[src/rtl/cas_fsk_player_pkg.sv]
// cas_fsk_player_pkg: frame states and default MSX cassette FSK timing constants
package cas_fsk_player_pkg;
    typedef enum logic [2:0] {IDLE, HDR, START, DATA, STOP} state_t;
    localparam int HALF_1200 = 1491;
    localparam int HALF_2400 = 746;
    localparam int HDR_LONG  = 16000;
    localparam int HDR_SHORT = 4000;
    localparam int STOP_BITS = 2;
endpackage

[src/rtl/cas_fsk_player_tone_gen.sv]
// fsk_tone_gen: half-period timer and square-wave toggle for one FSK bit cell at a time
module fsk_tone_gen #(
    parameter int HALF_1200 = cas_fsk_player_pkg::HALF_1200,
    parameter int HALF_2400 = cas_fsk_player_pkg::HALF_2400
) (
    input  logic clk_i,
    input  logic reset_n_i,
    input  logic clk_en,
    input  logic run,
    input  logic bit_val,
    input  logic start,
    output logic audio,
    output logic bit_done,
    output logic cycle_done
);
    localparam logic [10:0] LAST_0 = 11'(HALF_1200 - 1);
    localparam logic [10:0] LAST_1 = 11'(HALF_2400 - 1);

    logic [10:0] cnt;
    logic [1:0]  halves;
    logic        tick;
    logic        half_done;
    logic        last_half;

    assign tick       = clk_en && run;
    assign half_done  = tick && (cnt == (bit_val ? LAST_1 : LAST_0));
    assign last_half  = halves == (bit_val ? 2'd3 : 2'd1);
    assign bit_done   = half_done && last_half;
    assign cycle_done = half_done && halves[0];

    // A new item drives the line high; each expired half period flips it and advances the cell count
    always_ff @(posedge clk_i or negedge reset_n_i) begin
        if (!reset_n_i) begin
            cnt    <= '0;
            halves <= '0;
            audio  <= 1'b0;
        end else if (start) begin
            cnt    <= '0;
            halves <= '0;
            audio  <= 1'b1;
        end else if (tick) begin
            cnt <= half_done ? 11'd0 : cnt + 11'd1;
            if (half_done) begin
                halves <= last_half ? 2'd0 : halves + 2'd1;
                audio  <= ~audio;
            end
        end
    end
endmodule

[src/rtl/cas_fsk_player.sv]
// cas_fsk_player: MSX 1200-baud cassette FSK transmitter fed by a valid/ready byte/header stream
module cas_fsk_player #(
    parameter int HALF_1200 = cas_fsk_player_pkg::HALF_1200,
    parameter int HALF_2400 = cas_fsk_player_pkg::HALF_2400,
    parameter int HDR_LONG  = cas_fsk_player_pkg::HDR_LONG,
    parameter int HDR_SHORT = cas_fsk_player_pkg::HDR_SHORT,
    parameter int STOP_BITS = cas_fsk_player_pkg::STOP_BITS
) (
    input  logic       clk_i,
    input  logic       reset_n_i,
    input  logic       clk_en_i,
    input  logic       motor_i,
    input  logic [7:0] data_i,
    input  logic       hdr_i,
    input  logic       long_i,
    input  logic       valid_i,
    output logic       ready_o,
    output logic       audio_o,
    output logic       busy_o
);
    import cas_fsk_player_pkg::*;

    localparam logic [14:0] N_LONG  = 15'(HDR_LONG - 1);
    localparam logic [14:0] N_SHORT = 15'(HDR_SHORT - 1);
    localparam logic [3:0]  N_STOP  = 4'(STOP_BITS - 1);

    state_t      state;
    state_t      nxt;
    logic [7:0]  data_q;
    logic        long_q;
    logic [2:0]  idx;
    logic [3:0]  stop_cnt;
    logic [14:0] hdr_cnt;
    logic        accept;
    logic        run;
    logic        bit_val;
    logic        bit_done;
    logic        cycle_done;

    assign ready_o = (state == IDLE) && motor_i;
    assign busy_o  = state != IDLE;
    assign accept  = valid_i && ready_o;
    assign run     = motor_i && busy_o;
    assign bit_val = (state == HDR) || (state == STOP) || ((state == DATA) && data_q[idx]);

    fsk_tone_gen #(
        .HALF_1200(HALF_1200),
        .HALF_2400(HALF_2400)
    ) u_tone (
        .clk_i     (clk_i),
        .reset_n_i (reset_n_i),
        .clk_en    (clk_en_i),
        .run       (run),
        .bit_val   (bit_val),
        .start     (accept),
        .audio     (audio_o),
        .bit_done  (bit_done),
        .cycle_done(cycle_done)
    );

    // Frame sequencing: leave IDLE on acceptance, return on the tick that ends the last half period
    always_comb begin
        nxt = state;
        case (state)
            IDLE:    nxt = accept ? (hdr_i ? HDR : START) : IDLE;
            HDR:     nxt = (cycle_done && hdr_cnt == (long_q ? N_LONG : N_SHORT)) ? IDLE : HDR;
            START:   nxt = bit_done ? DATA : START;
            DATA:    nxt = (bit_done && idx == 3'd7) ? STOP : DATA;
            STOP:    nxt = (bit_done && stop_cnt == N_STOP) ? IDLE : STOP;
            default: nxt = IDLE;
        endcase
    end

    // State, latched item and position counters; everything else stalls while the motor is off
    always_ff @(posedge clk_i or negedge reset_n_i) begin
        if (!reset_n_i) begin
            state    <= IDLE;
            data_q   <= '0;
            long_q   <= 1'b0;
            idx      <= '0;
            stop_cnt <= '0;
            hdr_cnt  <= '0;
        end else begin
            state <= nxt;
            if (accept) begin
                data_q <= data_i;
                long_q <= long_i;
            end
            if (state == DATA && bit_done) idx <= idx + 3'd1;
            if (state == STOP && bit_done) stop_cnt <= (stop_cnt == N_STOP) ? 4'd0 : stop_cnt + 4'd1;
            if (state == HDR && cycle_done) hdr_cnt <= (nxt == IDLE) ? 15'd0 : hdr_cnt + 15'd1;
        end
    end
endmodule

[config.mk]
export PLATFORM = sky130hd
export DESIGN_NAME = cas_fsk_player
export DESIGN_NICKNAME = d
export VERILOG_FILES = /design/src/rtl/cas_fsk_player_pkg.sv /design/src/rtl/cas_fsk_player_tone_gen.sv /design/src/rtl/cas_fsk_player.sv
export SDC_FILE = /design/constraint.sdc
export NUM_CORES = 1
export LEC_CHECK = 0
export ABC_CLOCK_PERIOD_IN_PS = 5500
export BUFFER_PORTS_ARGS = -buffer_cell sky130_fd_sc_hd__buf_2
export CAP_MARGIN = 20
export CORE_MARGIN = 2
export CORE_UTILIZATION = 60
export CTS_CLUSTER_DIAMETER = 30
export DETAILED_ROUTE_END_ITERATION = 7
export HOLD_SLACK_MARGIN = 0.06
export MAX_ROUTING_LAYER = met4
export PLACE_DENSITY = 0.85
export SLEW_MARGIN = 30
export SYNTH_ARGS = -nofsm -noshare
export SYNTH_HDL_FRONTEND = slang
export SYNTH_SLANG_ARGS = --single-unit
[constraint.sdc]
create_clock -name clk_i -period 5.5 [get_ports clk_i]
set_input_delay 1.1 -clock clk_i [delete_from_list [all_inputs] [get_ports clk_i]]
set_output_delay 1.1 -clock clk_i [all_outputs]
set_load 0.05 [all_outputs]
# Word-level counts from Yosys, hierarchy flattened
# Index checks and enable logic that the tools add are counted.
[word_totals]
register_bits = 48
inputBits = 15
out_inout_bits = 3
elab_cells = 71
[classes]
add_sub_neg = 5
order_cmp = 1
eq_ne = 9
muxes = 24
bitwise = 1
n_reduce_logical = 22
[ops]
columns = ["operator", "count"]
rows = [
  ["$mux W11", 4],
  ["$add A15 B1 Y15 const B", 1],
  ["$eq A15 B14 Y1", 1],
  ["$mux W15", 1],
  ["$pmux W3 S5", 1],
  ["$logic_and A1 B1 Y1", 14],
  ["$mux W14", 1],
  ["$mux W2", 7],
  ["$add A11 B1 Y11 const B", 1],
  ["$eq A11 B11 Y1", 1],
  ["$eq A3 B2 Y1 const B", 2],
  ["$eq A3 B3 Y1 const B", 2],
  ["$logic_not A3 Y1", 2],
  ["$mux W1", 6],
  ["$mux W3", 2],
  ["$add A4 B1 Y4 const B", 1],
  ["$eq A4 B1 Y1 const B", 1],
  ["$lt A3 B4 Y1 const B", 1],
  ["$mux W4", 1],
  ["$reduce_bool A2 Y1", 2],
  ["$add A3 B1 Y3 const B", 1],
  ["$bmux W1 S3", 1],
  ["$eq A3 B1 Y1 const B", 1],
  ["$reduce_bool A3 Y1", 1],
  ["5 further kinds", 6],
]

# Logic depth before layout (Yosys ltp)
# Gate-level depths: netlist (run 1).
[logic_depth]
word_depth = 13
mapped_depth = 10
ltp_nobuf = 9

# Hierarchy
# From an unflattened synthesis (run 1), not the netlist that was laid out.
[unflattened]
cells_unflattened = 259
area_unflattened_um2 = 2702.6
[modules_own_cells]
columns = ["mod", "instances", "cells_each", "area_per_inst_um2", "seq_area_each_um2"]
rows = [
  ["cas_fsk_player", 1, 170, 1813.0, 850.8],
  ["fsk_tone_gen", 1, 89, 889.6, 350.3],
]

# Worst setup path after synthesis (run 1)
# No wires, ideal clock.
[synth_path]
path_type = "in2reg"
startpoint = "in motor_i"
endpoint = "reg hdr_cnt[3]"
setup_ns = 0.120
t_arrival_ns = 2.758
required_time_ns = 5.380
setup_slack_ns = 2.622
path_stages = 7
n_path_buf = 0
cell_sequence = "nand3_1 > nor3_2 > nand2_1 > o31a_1 > or4b_4 > a31oi_1 > nand2_1"
[synth_via]
elab_chain_len = 9
elab_cells_between_ends = 19
classes_between = "mux (7); reduce/logical (12)"
[synth_rtl]
columns = ["element", "line_no", "rtl"]
rows = [
  ["start, declared", "cas_fsk_player.sv:12", "input logic motor_i,"],
  ["$logic_and A1 B1 Y1", "cas_fsk_player.sv:43", "assign run = motor_i && busy_o;"],
  ["$logic_and A1 B1 Y1", "cas_fsk_player_tone_gen.sv:25", "assign tick = clk_en && run;"],
  ["$logic_and A1 B1 Y1", "cas_fsk_player_tone_gen.sv:26", "assign half_done = tick && (cnt == (bit_val ? LAST_1 : LAST_0));"],
  ["$logic_and A1 B1 Y1 (on tied branches)", "cas_fsk_player_tone_gen.sv:28, cas_fsk_player_tone_gen.sv:29", ""],
  ["$logic_and A1 B1 Y1 (on tied branches)", "cas_fsk_player.sv:68, cas_fsk_player.sv:66, cas_fsk_player.sv:69", ""],
  ["$mux W3 (tied with other cells)", "cas_fsk_player.sv:68", "DATA: nxt = (bit_done && idx == 3'd7) ? STOP : DATA;"],
  ["$pmux W3 S5", "cas_fsk_player.sv:64", "case (state)"],
  ["$logic_not A3 Y1", "cas_fsk_player.sv:91", "if (state == HDR && cycle_done) hdr_cnt <= (nxt == IDLE) ? 15'd0 : hdr_cnt + 15'd1;"],
  ["$mux W15", "cas_fsk_player.sv:91", ""],
  ["end signal, assigned", "cas_fsk_player.sv:91", ""],
  ["end, declared", "cas_fsk_player.sv:33", "logic [14:0] hdr_cnt;"],
]
# Parallel ways exist; a longest one is shown, timed or not.
# A chain may end at the register's enable or synchronous reset.

# Worst setup path in the final report (run 1)
[layout_path]
startpoint = "in motor_i"
endpoint = "reg hdr_cnt[11]"
# The elaborated chain is that of the path after synthesis.

==> impl_metrics.csv, run 1 <==
group,metric,value,unit
flow_run,max_cap_violations,0,
layout,drive_gt1_share,10.7,%
pwr,powerDensity,313,nW/um^2
setup_path,crit_path_end_kind,"flip-flop",
hold_path,hold_class,"flip-flop to flip-flop",
setup_path,path_buf_inv,1,
die,die_area,4690,um^2
sta,max_freq,343,MHz
pwr,cellLeakagePower,1.25,nW
setup_path,cp_data_required_time,5.69,ns
pwr,ir_drop,0.236,mV
synth,synth_nets,287,
die,io_pins,18,
global_route,globalRoute.busiestLayer,"met2",
die,core.rowCount,23,
drt,firstDrtPassIters,4,
setup_path,path_delay_family,"simple AND/OR/NAND/NOR gates",
place,port_buffers,17,
synth,ys_ff_latch,48,
synth,synth_edf_count,0,
synth,ys_types,47,
synth,synthFlopType,"dfrtp_1",
drt,wl,4650,um
synth,syn_area,2490,um^2
global_route,grt_pass1_vias,1812,
setup_path,path_cells,"buf_2 > nand3_1 > nor3_2 > nand2_1 > o311ai_2 > or4b_4 > nor2_4 > nor2_1",
layout,area_delta_synth_final,9.14,%
layout,final_cells,340,
drt,drc,0,
layout,num-fill-cells,307,
global_route,grt_util_met3,5.76,%
drt,first_iter_violations,137,
drt,vias_per_cell,5.74,
synth,yosysMostFrequentCell,"nand2_1",
clocking,path_clk_slew,0.08,ns
drt,drtAntennaViolNets,0,
synth,synth_area_leaders,"dfrtp_1 48%, nand2_1 8.1%, xnor2_1 4.6%",
place,gp_congestion,0.803,
layout,multi_input_area,1240,um^2
synth,yosysSeqAreaShare,48.2,%
setup_path,cp_max_fo,9,
sta,min_period,2.91,ns
die,start_util,62.3,%
die,die_w,68.5,um
sta,slew_viol_final,0,
layout,layout.nets,308,
layout,ff_latch_area,1200,um^2
global_route,grt_pass1_wl,7800,um
clocking,clock_latency,0.30,ns
clocking,clk_path_buf_depth,2,
clocking,ctsResizeCount,0,
global_route,gr-usage-met2,35.7,%
setup_path,crit_path_top_delay_cell,"or4b_4",
die,die_y,68.5,um
drt,num_vias,1953,
place,dp.cells,332,
setup_path,worstSetupPathType,"input port to flip-flop",
drt,wl_per_cell,13.7,um
layout,num_antenna_cells,0,
clocking,htree_levels,2,
sta,fin_setup_tns,0,ns
sta,rsz0062_at_grt,"false",
sta,tightestPinTransition,0.754,ns
status,status,"finished clean",
synth,yosys_warnings,0,
synth,yosys.area.top_type,"dfrtp_1",
global_route,gr-usage-met1,28.9,%
clocking,cts.sinks,48,
clocking,clock-root-buffer,"clkbuf_8",
synth,synth_top_cell_area_share,48.2,%
setup_path,crit_arrival,3.10,ns
clocking,cts_tree,"yes",
layout,fin_util,68.0,%
global_route,grt_max_degree,49,
synth,postSynthCellCount,268,
sta,post-route-period-util,53.0,%
sta,finClkSkew,0.00684,ns
sta,max-slew-margin-rel,49.5,%
synth,syn_area_per_cell,9.30,um^2
clocking,cts_hold_buf,0,
clocking,postCtsSetupRepairBufs,0,
global_route,gr-total-overflow,0,
global_route,grt_antenna_before_repair,0,
pwr,total_power,851,uW
sta,setup_violations,0,
global_route,grt_usage,23.2,%
die,coreArea,4000,um^2
setup_path,critical_path.max_stage_delay,0.54,ns
synth,synth.cells.most_frequent,"54 x nand2_1, 48 x dfrtp_1, 25 x nor2_1",
setup_path,setup.worst_path.start_class,"input port",
sta,finalHoldViolCount,0,
clocking,numCtsBuffers,5,
synth,async_reset_ff_share,100,%
place,place_hpwl,3340,um
-- stage by stage --
stage	area (um^2)	hold slack [ns]	setup WS [ns]
floorplan	2490	0.437	2.62
global placement	2630	0.453	2.37
detailed placement	2630	0.463	2.27
CTS	2720	0.477	2.60
global route	2720	0.480	2.35
finish	2720	0.475	2.59
-- sequential cells by signal, summed over array words and instances (netlist names) --
signal and count:
data_q 8, hdr_cnt 15, idx 3, long_q 1
state 3, stop_cnt 4, u_tone.audio 1, u_tone.cnt 11
u_tone.halves 2
-- layout by cell type (no fill, tap or decap), types with 2 or more instances in the layout --
cell,n
nand3_1,17
nor2b_1,5
and3_1,5
nand2_1,54
a21o_1,2
xor2_1,10
nor4b_1,2
nor3_1,13
nor2_1,25
ha_1,4
o31ai_1,3
clkbuf_1,2
buf_2,16
xnor2_1,13
nand2b_1,2
o21ai_0,13
inv_1,11
nand4_1,6
dfrtp_1,48
clkbuf_8,6
or3_1,2
and2_1,2
mux2i_1,2
a21oi_1,2
-- routing by layer --
layer  wire [um]  share of wire [%]  vias to the layer above
li1            -                  -                      967
met5           0                  0                        -
met3         127                2.7                        7
met2        2280                 49                       31
met4          72                1.5                        0
met1        2170                 47                      948
-- power by group --
part / total, mW / internal [mW] / switching (mW) / leakage (nW)
combinational: 0.191 / 0.0749 / 0.116 / 0.570
sequential: 0.448 / 0.401 / 0.0469 / 0.629
clock: 0.212 / 0.103 / 0.109 / 0.0455
-- cells by family after synthesis --
group                    Yosys count  synth area share, %
multiplexers                       5                 3.21
buffers and inverters             14                 2.16
AND/OR/NAND/NOR                  145                 28.5
AO/OA/AOI/OAI                     29                 7.83
adder cells (fa/ha/maj)            4                 2.01
flip-flops                        48                 48.2
XOR/XNOR                          23                 8.08
-- path summary, 6_finish.rpt --
path | start | end | slack, ns | depth (start not counted)
max in group asynchronous | reset_n_i | u_tone.cnt[2] | 4.31 | 1
worst min-delay path | stop_cnt[3] | stop_cnt[3] | 0.48 | 1
worst max register to register | idx[0] | hdr_cnt[11] | 2.64 | 8
min in group asynchronous | reset_n_i | hdr_cnt[13] | 0.80 | 1
worst max-delay path | motor_i | hdr_cnt[11] | 2.59 | 8
worst min register to register | stop_cnt[3] | stop_cnt[3] | 0.48 | 1
-- cell type report --
cell class	count	area share, %
multi-input combinational	206	45.5
sequential	48	44.2
clock buffer	8	3.31
timing repair buffer	17	3.22
tap	50	2.30
inverter	11	1.52
Power figures use the tool's default switching activity.
==> run 2: changes to the inputs <==
ABC_CLOCK_PERIOD_IN_PS = 2520   (was 5500)
CORE_UTILIZATION = 54   (was 60)
PLACE_DENSITY = 0.81   (was 0.85)
clock period = 2.52 ns   (was 5.5 ns; I/O delays follow)
==> run 2 against run 1 <==
Against the previous run:
- via count up 6.1%
- clock skew shrank 0.0025 ns
- the flow now finishes with violations (negative setup slack)
- critical path type is now flip-flop to flip-flop
- sequential share of layout area fell by 3.9 points
- largest power group unchanged
==> impl_metrics.csv, run 2 (synthesis results as in run 1) <==
group,metric,value,unit
place,port_buffers,17,
place,gp_congestion,0.846,
sta,tightestPinTransition,0.589,ns
die,core.rowCount,24,
layout,final_area,2980,um^2
global_route,grt_antenna_before_repair,0,
sta,fin_setup_tns,-0.490,ns
setup_path,cp_data_required_time,2.71,ns
setup_path,crit_path_end_kind,"flip-flop",
global_route,grt_usage,23.4,%
place,place_hpwl,3760,um
die,die_w,71.9,um
flow_run,max_cap_violations,0,
setup_path,rr_worst_depth,8,
sta,fin_ws,-0.0663,ns
sta,setup_violations,10,
sta,min_period,2.59,ns
setup_path,crit-reg2reg-launch,"idx[0]",
pwr,swShare,32.8,%
clocking,path_clk_slew,0.09,ns
pwr,p_int,1.35,mW
hold_path,hold_class,"input port to asynchronous set/reset pin",
status,status,"finished with violations",
layout,area_delta_synth_final,19.6,%
sta,post-route-period-util,103,%
clocking,cts_tree,"yes",
drt,vias_per_cell,5.63,
pwr,switching_power,658,uW
setup_path,crit_path_top_delay_cell,"mux4_2",
setup_path,cp_max_fo,8,
layout,largest_register_ffs,15,
clocking,clk_path_buf_depth,2,
setup_path,setup.worst_path.start_class,"flip-flop",
pwr,powerDensity,672,nW/um^2
drt,drtAntennaViolNets,0,
sta,max_freq,387,MHz
sta,slew_viol_final,0,
clocking,clock_latency,0.30,ns
drt,wl_per_cell,14.4,um
sta,finClkSkew,0.00430,ns
drt,drc,0,
layout,layout.nets,334,
setup_path,path_delay_family,"simple AND/OR/NAND/NOR gates",
place,dp.cells,355,
drt,num_vias,2072,
place,place_area,2790,um^2
die,die_y,71.9,um
setup_path,path_buf_inv,0,
clocking,clock-root-buffer,"clkbuf_8",
die,start_util,56.5,%
setup_path,crit_arrival,2.78,ns
die,io_pins,18,
pwr,pwr-share-clk,23.9,%
sta,max-slew-margin-rel,60.7,%
setup_path,r2r_end,"hdr_cnt[5]",
drt,wl,5280,um
layout,drive_gt1_share,22.8,%
pwr,comb_power_share,27.8,%
sta,rsz0062_at_grt,"true",
pwr,ir_drop,0.472,mV
global_route,grt_pass1_vias,2042,
layout,top_register,"hdr_cnt",
layout,num_antenna_cells,0,
layout,top_regs,"hdr_cnt: 15 flops, u_tone.cnt: 11 flops, data_q: 8 flops",
layout,final_cells,368,
setup_path,path_cells,"mux4_2 > o21ai_4 > o22ai_4 > mux2i_2 > o31a_1 > or4b_4 > nor2_4 > nor2_1",
drt,first_iter_violations,120,
sta,finalHoldViolCount,0,
layout,num-fill-cells,340,
setup_path,critical_path.max_stage_delay,0.54,ns
die,die_area,5170,um^2
layout,fin_util,67.5,%
global_route,grt_pass1_wl,9120,um
clocking,cts.sinks,48,
pwr,cellLeakagePower,1.38,nW
status,violations,"negative setup slack",
pwr,seqPwrFrac,48.3,%
setup_path,worstSetupPathType,"flip-flop to flip-flop",
layout,layout_common_cells,"53 x nand2_1, 48 x dfrtp_1, 25 x buf_4",
clocking,htree_levels,2,
global_route,gr-total-overflow,0,
layout,final_common_cell,"nand2_1",
global_route,grt_max_degree,49,
sta,holdWs,0.280,ns
die,coreArea,4410,um^2
drt,firstDrtPassIters,4,
setup_path,r2r_setup_slack,-0.07,ns
clocking,numCtsBuffers,5,
==> run 2: through the flow <==
step,power (mW),setup slack (ns)
2_1_floorplan,1.30,0.00641
3_3_place_gp,1.45,-0.0250
3_5_place_dp,1.47,-0.120
4_1_cts,1.97,-0.131
5_1_grt,2.13,-0.186
6_report,2.00,-0.0663
==> run 2: area by class of cell <==
cell class / instances / area (um^2) / share of cell area, %
Clock buffer: 8 / 90.1 / 3.02
Inverter: 11 / 41.3 / 1.38
Multi-Input combinational cell: 206 / 1300 / 43.6
Sequential cell: 48 / 1200 / 40.3
Tap cell: 52 / 65.1 / 2.18
Timing Repair Buffer: 43 / 284 / 9.53
==> run 2: worst max path at each step <==
stage                       from           to  depth (start not counted)
after floorplan           idx[0]   hdr_cnt[3]                          8
after global placement    idx[0]   hdr_cnt[5]                          8
after detailed placement  idx[0]   hdr_cnt[5]                          8
after CTS                 idx[0]   hdr_cnt[5]                          8
after global routing      idx[0]  hdr_cnt[12]                          8
final                     idx[0]   hdr_cnt[5]                          8
==> run 2: power groups by stage <==
stage / combinational, mW / clock, mW / sequential, mW
floorplan: 0.336 / 0 / 0.966
global placement: 0.472 / 0 / 0.973
detailed placement: 0.489 / 0 / 0.979
CTS: 0.520 / 0.483 / 0.966
global route: 0.627 / 0.524 / 0.984
finish: 0.558 / 0.478 / 0.968
==> run 2: what timing repair did <==
action / 4_1_cts / 5_1_grt
hold buffers: 0 / 0
pin swaps: 2 / 5
gates resized for setup: 8 / 11
buffers inserted: 2 / 3
endpoints found under the setup margin: 12 / 22
hold endpoints to repair: 0 / 0
==> run 2: routing by layer <==
metal	track usage (%)	wire (um)
met1	28.9	2300
met4	8.81	127
met5	-	0
met2	38.5	2660
met3	4.44	199
